$ cat config.mk
export PLATFORM = sky130hd
export DESIGN_NAME = flit_input_arbiter_flat
export DESIGN_NICKNAME = d
export VERILOG_FILES = /design/src/rtl/flit_input_arbiter_pkg.sv /design/src/rtl/flit_input_arbiter_if.sv /design/src/rtl/flit_input_arbiter_output_reg.sv /design/src/rtl/flit_input_arbiter.sv /design/src/flat_wrapper.sv
export SDC_FILE = /design/constraint.sdc
export NUM_CORES = 1
export LEC_CHECK = 0
export BUFFER_PORTS_ARGS = -buffer_cell sky130_fd_sc_hd__clkbuf_2
export CORE_MARGIN = 3
export CORE_UTILIZATION = 48
export DETAILED_ROUTE_END_ITERATION = 12
export PLACE_DENSITY = 0.87
export SETUP_SLACK_MARGIN = 0.1
export SYNTH_ARGS = -nofsm -noshare
export SYNTH_HDL_FRONTEND = slang
export SYNTH_SLANG_ARGS = --single-unit
$ cat constraint.sdc
create_clock -name nocclk -period 3.5 [get_ports nocclk]
set_clock_uncertainty 0.1 [all_clocks]
set_input_delay 0.35 -clock nocclk [delete_from_list [all_inputs] [get_ports nocclk]]
set_output_delay 0.35 -clock nocclk [all_outputs]
set_load 0.01 [all_outputs]
$ cat src/rtl/flit_input_arbiter_pkg.sv
// Shared flit types and arbiter enumerations for the NoC input stage.
// Payload carries opaque data; only flittype is interpreted by the arbiter.
package types;

  typedef enum logic [1:0] {
    HEAD     = 2'b00,
    BODY     = 2'b01,
    TAIL     = 2'b10,
    HEADTAIL = 2'b11
  } flittype_t;

  localparam int unsigned PAYLOAD_W = 30;

  typedef struct packed {
    flittype_t              flittype;
    logic [PAYLOAD_W-1:0]   payload;
  } flit_t;

  typedef enum logic [1:0] {
    IDLE      = 2'b00,
    LOCK_CPU  = 2'b01,
    LOCK_LINK = 2'b10
  } arb_state_t;

  typedef enum logic {
    CPU  = 1'b0,
    LINK = 1'b1
  } src_t;

  function automatic logic is_start(flittype_t t);
    return (t == HEAD) || (t == HEADTAIL);
  endfunction

  function automatic src_t other_src(src_t s);
    return (s == CPU) ? LINK : CPU;
  endfunction

endpackage

$ cat src/rtl/flit_input_arbiter_if.sv
// Bundle of the arbiter's source, sink and error signals.
// master = surrounding fabric (sources, packet controller); slave = arbiter.
interface flit_input_arbiter_if;

  types::flit_t cpu_flit_in;
  logic         cpu_flit_valid;
  logic         cpu_flit_ready;
  types::flit_t link_flit_in;
  logic         link_flit_valid;
  logic         link_flit_ready;
  types::flit_t flit_out;
  logic         flit_out_valid;
  logic         flit_out_ready;
  logic         proto_error;
  logic         timeout_error;

  modport master (
    output cpu_flit_in, cpu_flit_valid, input cpu_flit_ready,
    output link_flit_in, link_flit_valid, input link_flit_ready,
    input  flit_out, flit_out_valid, output flit_out_ready,
    input  proto_error, timeout_error
  );

  modport slave (
    input  cpu_flit_in, cpu_flit_valid, output cpu_flit_ready,
    input  link_flit_in, link_flit_valid, output link_flit_ready,
    output flit_out, flit_out_valid, input flit_out_ready,
    output proto_error, timeout_error
  );

endinterface

$ cat src/rtl/flit_input_arbiter_output_reg.sv
// Single-entry valid/ready register stage; loads only when slot_free,
// so the held flit is stable while downstream backpressures.
module flit_output_reg
  import types::*;
(
  input  logic  clk,
  input  logic  rst_n,
  input  flit_t in_flit,
  input  logic  in_load,
  output logic  slot_free,
  output flit_t out_flit,
  output logic  out_valid,
  input  logic  out_ready
);

  flit_t flit_q, flit_d;
  logic  valid_q, valid_d;

  assign slot_free = !valid_q || out_ready;
  assign out_flit  = flit_q;
  assign out_valid = valid_q;

  always_comb begin
    flit_d  = flit_q;
    valid_d = valid_q;
    if (in_load) begin
      flit_d  = in_flit;
      valid_d = 1'b1;
    end else if (out_ready) begin
      valid_d = 1'b0;
    end
  end

  always_ff @(posedge clk) begin
    if (!rst_n) begin
      flit_q  <= '0;
      valid_q <= 1'b0;
    end else begin
      flit_q  <= flit_d;
      valid_q <= valid_d;
    end
  end

endmodule

$ cat src/rtl/flit_input_arbiter.sv
// Wormhole arbiter merging CPU and link flits into one registered stream,
// with packet-granular round-robin, orphan dropping and a lock watchdog.
module flit_input_arbiter
  import types::*;
#(
  parameter int unsigned TIMEOUT_CYCLES = 256
) (
  input  logic                 nocclk,
  input  logic                 rst_n,
  flit_input_arbiter_if.slave  bus
);

  localparam int unsigned      WD_W    = $clog2(TIMEOUT_CYCLES + 1);
  localparam logic [WD_W-1:0]  WD_LAST = WD_W'(TIMEOUT_CYCLES - 1);

  arb_state_t      state_q, state_d;
  src_t            rr_ptr_q, rr_ptr_d;
  logic [WD_W-1:0] wd_cnt_q, wd_cnt_d;
  logic            proto_error_q, proto_error_d;
  logic            timeout_error_q, timeout_error_d;

  logic  slot_free;
  src_t  grant;
  logic  grant_valid;
  flit_t grant_flit;
  logic  accept;
  logic  load;

  // rr_ptr_q names the source that wins the next tie; after a packet
  // completes it is pointed at the source that did not just own the output.
  always_comb begin
    state_d         = state_q;
    rr_ptr_d        = rr_ptr_q;
    wd_cnt_d        = wd_cnt_q;
    proto_error_d   = 1'b0;
    timeout_error_d = 1'b0;
    grant           = rr_ptr_q;
    grant_valid     = 1'b0;
    accept          = 1'b0;
    load            = 1'b0;

    case (state_q)
      IDLE: begin
        wd_cnt_d = '0;
        if (bus.cpu_flit_valid && bus.link_flit_valid) begin
          grant       = rr_ptr_q;
          grant_valid = 1'b1;
        end else if (bus.cpu_flit_valid) begin
          grant       = CPU;
          grant_valid = 1'b1;
        end else if (bus.link_flit_valid) begin
          grant       = LINK;
          grant_valid = 1'b1;
        end
      end
      LOCK_CPU, LOCK_LINK: begin
        grant       = (state_q == LOCK_CPU) ? CPU : LINK;
        grant_valid = (grant == CPU) ? bus.cpu_flit_valid : bus.link_flit_valid;
      end
      default: state_d = IDLE;
    endcase

    grant_flit = (grant == CPU) ? bus.cpu_flit_in : bus.link_flit_in;

    if (state_q == IDLE) begin
      if (grant_valid) begin
        if (!is_start(grant_flit.flittype)) begin
          accept        = 1'b1;
          proto_error_d = 1'b1;
        end else if (slot_free) begin
          accept = 1'b1;
          load   = 1'b1;
          if (grant_flit.flittype == HEAD)
            state_d = (grant == CPU) ? LOCK_CPU : LOCK_LINK;
          else
            rr_ptr_d = other_src(grant);
        end
      end
    end else if (state_q == LOCK_CPU || state_q == LOCK_LINK) begin
      if (grant_valid) begin
        // a backpressured owner neither ages nor resets the watchdog
        if (slot_free) begin
          accept   = 1'b1;
          load     = 1'b1;
          wd_cnt_d = '0;
          case (grant_flit.flittype)
            TAIL: begin
              state_d  = IDLE;
              rr_ptr_d = other_src(grant);
            end
            HEAD: proto_error_d = 1'b1;
            HEADTAIL: begin
              proto_error_d = 1'b1;
              state_d       = IDLE;
              rr_ptr_d      = other_src(grant);
            end
            default: ;
          endcase
        end
      end else if (wd_cnt_q == WD_LAST) begin
        state_d         = IDLE;
        timeout_error_d = 1'b1;
        wd_cnt_d        = '0;
        rr_ptr_d        = other_src(grant);
      end else if (wd_cnt_q != '1) begin
        wd_cnt_d = wd_cnt_q + 1'b1;
      end
    end
  end

  assign bus.cpu_flit_ready  = accept && (grant == CPU);
  assign bus.link_flit_ready = accept && (grant == LINK);
  assign bus.proto_error     = proto_error_q;
  assign bus.timeout_error   = timeout_error_q;

  flit_output_reg u_out_reg (
    .clk       (nocclk),
    .rst_n     (rst_n),
    .in_flit   (grant_flit),
    .in_load   (load),
    .slot_free (slot_free),
    .out_flit  (bus.flit_out),
    .out_valid (bus.flit_out_valid),
    .out_ready (bus.flit_out_ready)
  );

  always_ff @(posedge nocclk) begin
    if (!rst_n) begin
      state_q         <= IDLE;
      rr_ptr_q        <= LINK;
      wd_cnt_q        <= '0;
      proto_error_q   <= 1'b0;
      timeout_error_q <= 1'b0;
    end else begin
      state_q         <= state_d;
      rr_ptr_q        <= rr_ptr_d;
      wd_cnt_q        <= wd_cnt_d;
      proto_error_q   <= proto_error_d;
      timeout_error_q <= timeout_error_d;
    end
  end

endmodule
$ cat src/flat_wrapper.sv
// flat-port wrapper written by rule: the top's interface ports become plain ports
module flit_input_arbiter_flat import types::*;
#(
  parameter int unsigned TIMEOUT_CYCLES = 256
)
  (nocclk, rst_n, bus_cpu_flit_in, bus_cpu_flit_valid, bus_cpu_flit_ready, bus_link_flit_in, bus_link_flit_valid, bus_link_flit_ready, bus_flit_out, bus_flit_out_valid, bus_flit_out_ready, bus_proto_error, bus_timeout_error);
  flit_input_arbiter_if bus_i ();
  input  logic nocclk;
  input  logic rst_n;
  input wire logic [$bits(bus_i.cpu_flit_in)-1:0] bus_cpu_flit_in;
  input wire logic [$bits(bus_i.cpu_flit_valid)-1:0] bus_cpu_flit_valid;
  output wire logic [$bits(bus_i.cpu_flit_ready)-1:0] bus_cpu_flit_ready;
  input wire logic [$bits(bus_i.link_flit_in)-1:0] bus_link_flit_in;
  input wire logic [$bits(bus_i.link_flit_valid)-1:0] bus_link_flit_valid;
  output wire logic [$bits(bus_i.link_flit_ready)-1:0] bus_link_flit_ready;
  output wire logic [$bits(bus_i.flit_out)-1:0] bus_flit_out;
  output wire logic [$bits(bus_i.flit_out_valid)-1:0] bus_flit_out_valid;
  input wire logic [$bits(bus_i.flit_out_ready)-1:0] bus_flit_out_ready;
  output wire logic [$bits(bus_i.proto_error)-1:0] bus_proto_error;
  output wire logic [$bits(bus_i.timeout_error)-1:0] bus_timeout_error;
  assign bus_i.cpu_flit_in = bus_cpu_flit_in;
  assign bus_i.cpu_flit_valid = bus_cpu_flit_valid;
  assign bus_cpu_flit_ready = bus_i.cpu_flit_ready;
  assign bus_i.link_flit_in = bus_link_flit_in;
  assign bus_i.link_flit_valid = bus_link_flit_valid;
  assign bus_link_flit_ready = bus_i.link_flit_ready;
  assign bus_flit_out = bus_i.flit_out;
  assign bus_flit_out_valid = bus_i.flit_out_valid;
  assign bus_i.flit_out_ready = bus_flit_out_ready;
  assign bus_proto_error = bus_i.proto_error;
  assign bus_timeout_error = bus_i.timeout_error;
  flit_input_arbiter #(.TIMEOUT_CYCLES(TIMEOUT_CYCLES)) u_core (.nocclk(nocclk), .rst_n(rst_n), .bus(bus_i));
endmodule
==> flow_metrics.py <==
metrics = {
    "synthesis": {
        "synth.ff_latch_count": 47,
        "yosys-top-cells-count": "dfxtp_1 (47), nand2_1 (47), mux2i_1 (33), o211a_1 (32)",
        "synth-seq-area-share_pct": 35.9,
        "synthArstFlopShare_pct": 0,
        "syn_area_um2": 2620,
        "syn-num-nets": 363,
        "synth_warnings": 0,
        "avgSynthCellArea_um2": 9.15,
        "synth_edf_count": 0,
        "syn_inst": 286,
        "synth_top_area_share_pct": 35.9,
        "yosysTopAreaCell": "dfxtp_1",
        "synth_area_leaders": "dfxtp_1 (36%), mux2i_1 (13%), o211a_1 (12%)",
        "ys_types": 44,
        "synthFlopType": "dfxtp_1",
    },
    "cts": {
        "clock_latency_ns": 0.30,
        "cts_root_buf": "clkbuf_8",
        "cts_buffer_depth": 2,
        "cts.clk_slew.worst_paths_ns": 0.09,
        "htree_num_levels": 2,
        "cts.sinks": 47,
        "postCtsHoldBufs": 0,
        "cts_resized": 0,
        "cts_made_buffers": 5,
        "cts_tree": "built",
        "postCtsSetupBuffers": 0,
    },
    "cells_and_area": {
        "final_layout_size_suffix_gt1_share_pct": 32.4,
        "stdcell_count": 453,
        "fillers": 458,
        "area_delta_synth_final_pct": 25.1,
        "antenna_cells": 0,
        "finalNetCount": 460,
    },
    "worst_hold_path": {
        "hp-class": "primary input to flip-flop",
    },
    "sta": {
        "hold_viol": 0,
        "timing.final.crit_share_pct": 84.5,
        "final_max_slew_viol_count": 0,
        "setup_tns_ns": 0,
        "rsz0062_at_grt": "no",
        "setup_viol_count_final": 0,
        "max_slew_margin_pct": 47.6,
        "max_freq_mhz": 338,
        "hold_ws_ns": 0.294,
        "worst_slew_pin_slew_ns": 0.786,
        "layout_setup_ws_ns": 0.543,
        "period_needed_ns": 2.96,
    },
    "floorplanning": {
        "ios": 106,
        "die_w_um": 79.8,
        "std_cell_rows": 26,
        "initial_core_util_pct": 50.3,
        "coreArea_um2": 5200,
        "die_h_um": 79.8,
        "dieArea_um2": 6380,
    },
    "placement": {
        "routabilityCongestion": 0.853,
        "hpwl_mm": 4.73,
        "portBuffers": 105,
        "place_ws_ns": 0.547,
        "placed_cells": 446,
    },
    "global_route": {
        "grt_first_pass_wirelength_mm": 10.5,
        "grt_max_degree": 66,
        "grt_overflow": 0,
        "grt_usage_pct": 20.2,
        "antenna_found_initial": 0,
        "grt_pass1_vias": 2401,
    },
    "worst_setup_path": {
        "path_class": "flip-flop to primary output",
        "start_kind": "flip-flop",
        "crit_required_ns": 3.05,
        "arrival_ns": 2.51,
        "cp_max_fo": 4,
        "cp-end-kind": "primary output",
    },
    "pwr": {
        "ir_drop_uv": 367,
        "p_leak_nw": 1.80,
        "total_power_w": 0.00246,
        "p_per_area_nw_per_um2": 751,
    },
    "routing": {
        "wirelength_mm": 6.24,
        "viasPerCell": 5.39,
        "drt_pass1_iterations": 4,
        "vias": 2441,
        "wl_per_cell_um": 13.8,
        "route.detailed.drc": 0,
        "dr.first_iter.drc_count": 119,
        "ant_nets": 0,
    },
    "outcome": {
        "status": "completed",
    },
    "job": {
        "maxCapViolations": 0,
    },
}
## layer usage
layer	vias up	wire length (µm)	share of wire (%)	global-route usage, %
met5	-	0	0	0
met4	0	95	1.5	6.93
met1	1112	2660	43	24.5
li1	1219	-	-	-
met2	97	3050	49	35.1
met3	13	431	6.9	4.74
## path summary, 6_finish.rpt
check	start	endpoint	slack, ns	cells after the start
worst min register to register	u_core.wd_cnt_q[7]	u_core.wd_cnt_q[7]	0.39	1
worst min-delay path	bus_link_flit_in[12]	u_core.u_out_reg.out_flit[12]	0.29	4
worst max-delay path	u_core.state_q[0]	bus_cpu_flit_ready	0.54	10
worst max register to register	u_core.state_q[0]	u_core.u_out_reg.out_flit[7]	0.57	12
## sequential cells by signal (all words and copies together) (netlist names)
register,count
u_core.bus.proto_error,1
u_core.rr_ptr_q,1
u_core.u_out_reg.out_valid,1
u_core.wd_cnt_q,9
u_core.state_q,2
u_core.bus.timeout_error,1
u_core.u_out_reg.out_flit,32
## critical path, cell delays in order, from the launching register on
cell,delay [ns]
dfxtp_1,0.34
ha_1,0.25
nand2_1,0.08
o21ai_0,0.18
a21oi_4,0.23
mux2i_1,0.31
ha_1,0.33
nand2_1,0.11
nand2_1,0.07
and3_1,0.18
clkbuf_2,0.12
## through the flow
stage          instance area (µm²)  utilization, %
4_1_cts                       3280            62.9
2_1_floorplan                 2620               -
3_3_place_gp                  3170            60.9
5_1_grt                       3280            62.9
6_report                      3280            62.9
3_5_place_dp                  3170            60.9
## where the power goes
part | total (W) | leakage [nW] | internal, W | switching [W]
clock | 0.000389 | 0.0502 | 0.000209 | 0.000181
combinational | 0.00132 | 1.37 | 0.000574 | 0.000748
sequential | 0.000749 | 0.386 | 0.000676 | 0.0000726
## kinds of logic after synthesis
logic type	after synthesis	synth area share (%)
flops	47	35.9
fa+ha+maj	9	4.21
compound gates	77	24.8
buf+inv	31	6.40
simple gates	89	16.1
mux	33	12.6
## layout make-up
cell class              count  area [µm²]  share of cell area, %
inverters                  11        41.3                   1.26
clock buffers               5        68.8                   2.10
clock inverters             2        37.5                   1.15
repair buffers            110         576                   17.6
multi-input cells         208        1520                   46.5
flip-flops and latches     47         941                   28.7
well taps                  70        87.6                   2.67
## layout by cell type (no fill, tap or decap), drive strengths merged, types with 2 or more instances in the layout
master	instances
o21a	5
nand3	2
nand2	47
nor2	10
clkbuf	110
and3	3
nor3	6
nand3b	2
inv	11
buf	5
o211a	32
nand4	2
a21boi	2
o21bai	2
a21oi	8
dfxtp	47
ha	8
and2	2
o211ai	4
or3	4
nor2b	6
a31oi	4
o21ai	13
nand4b	3
mux2i	33
(Power assumes the default switching activity.)
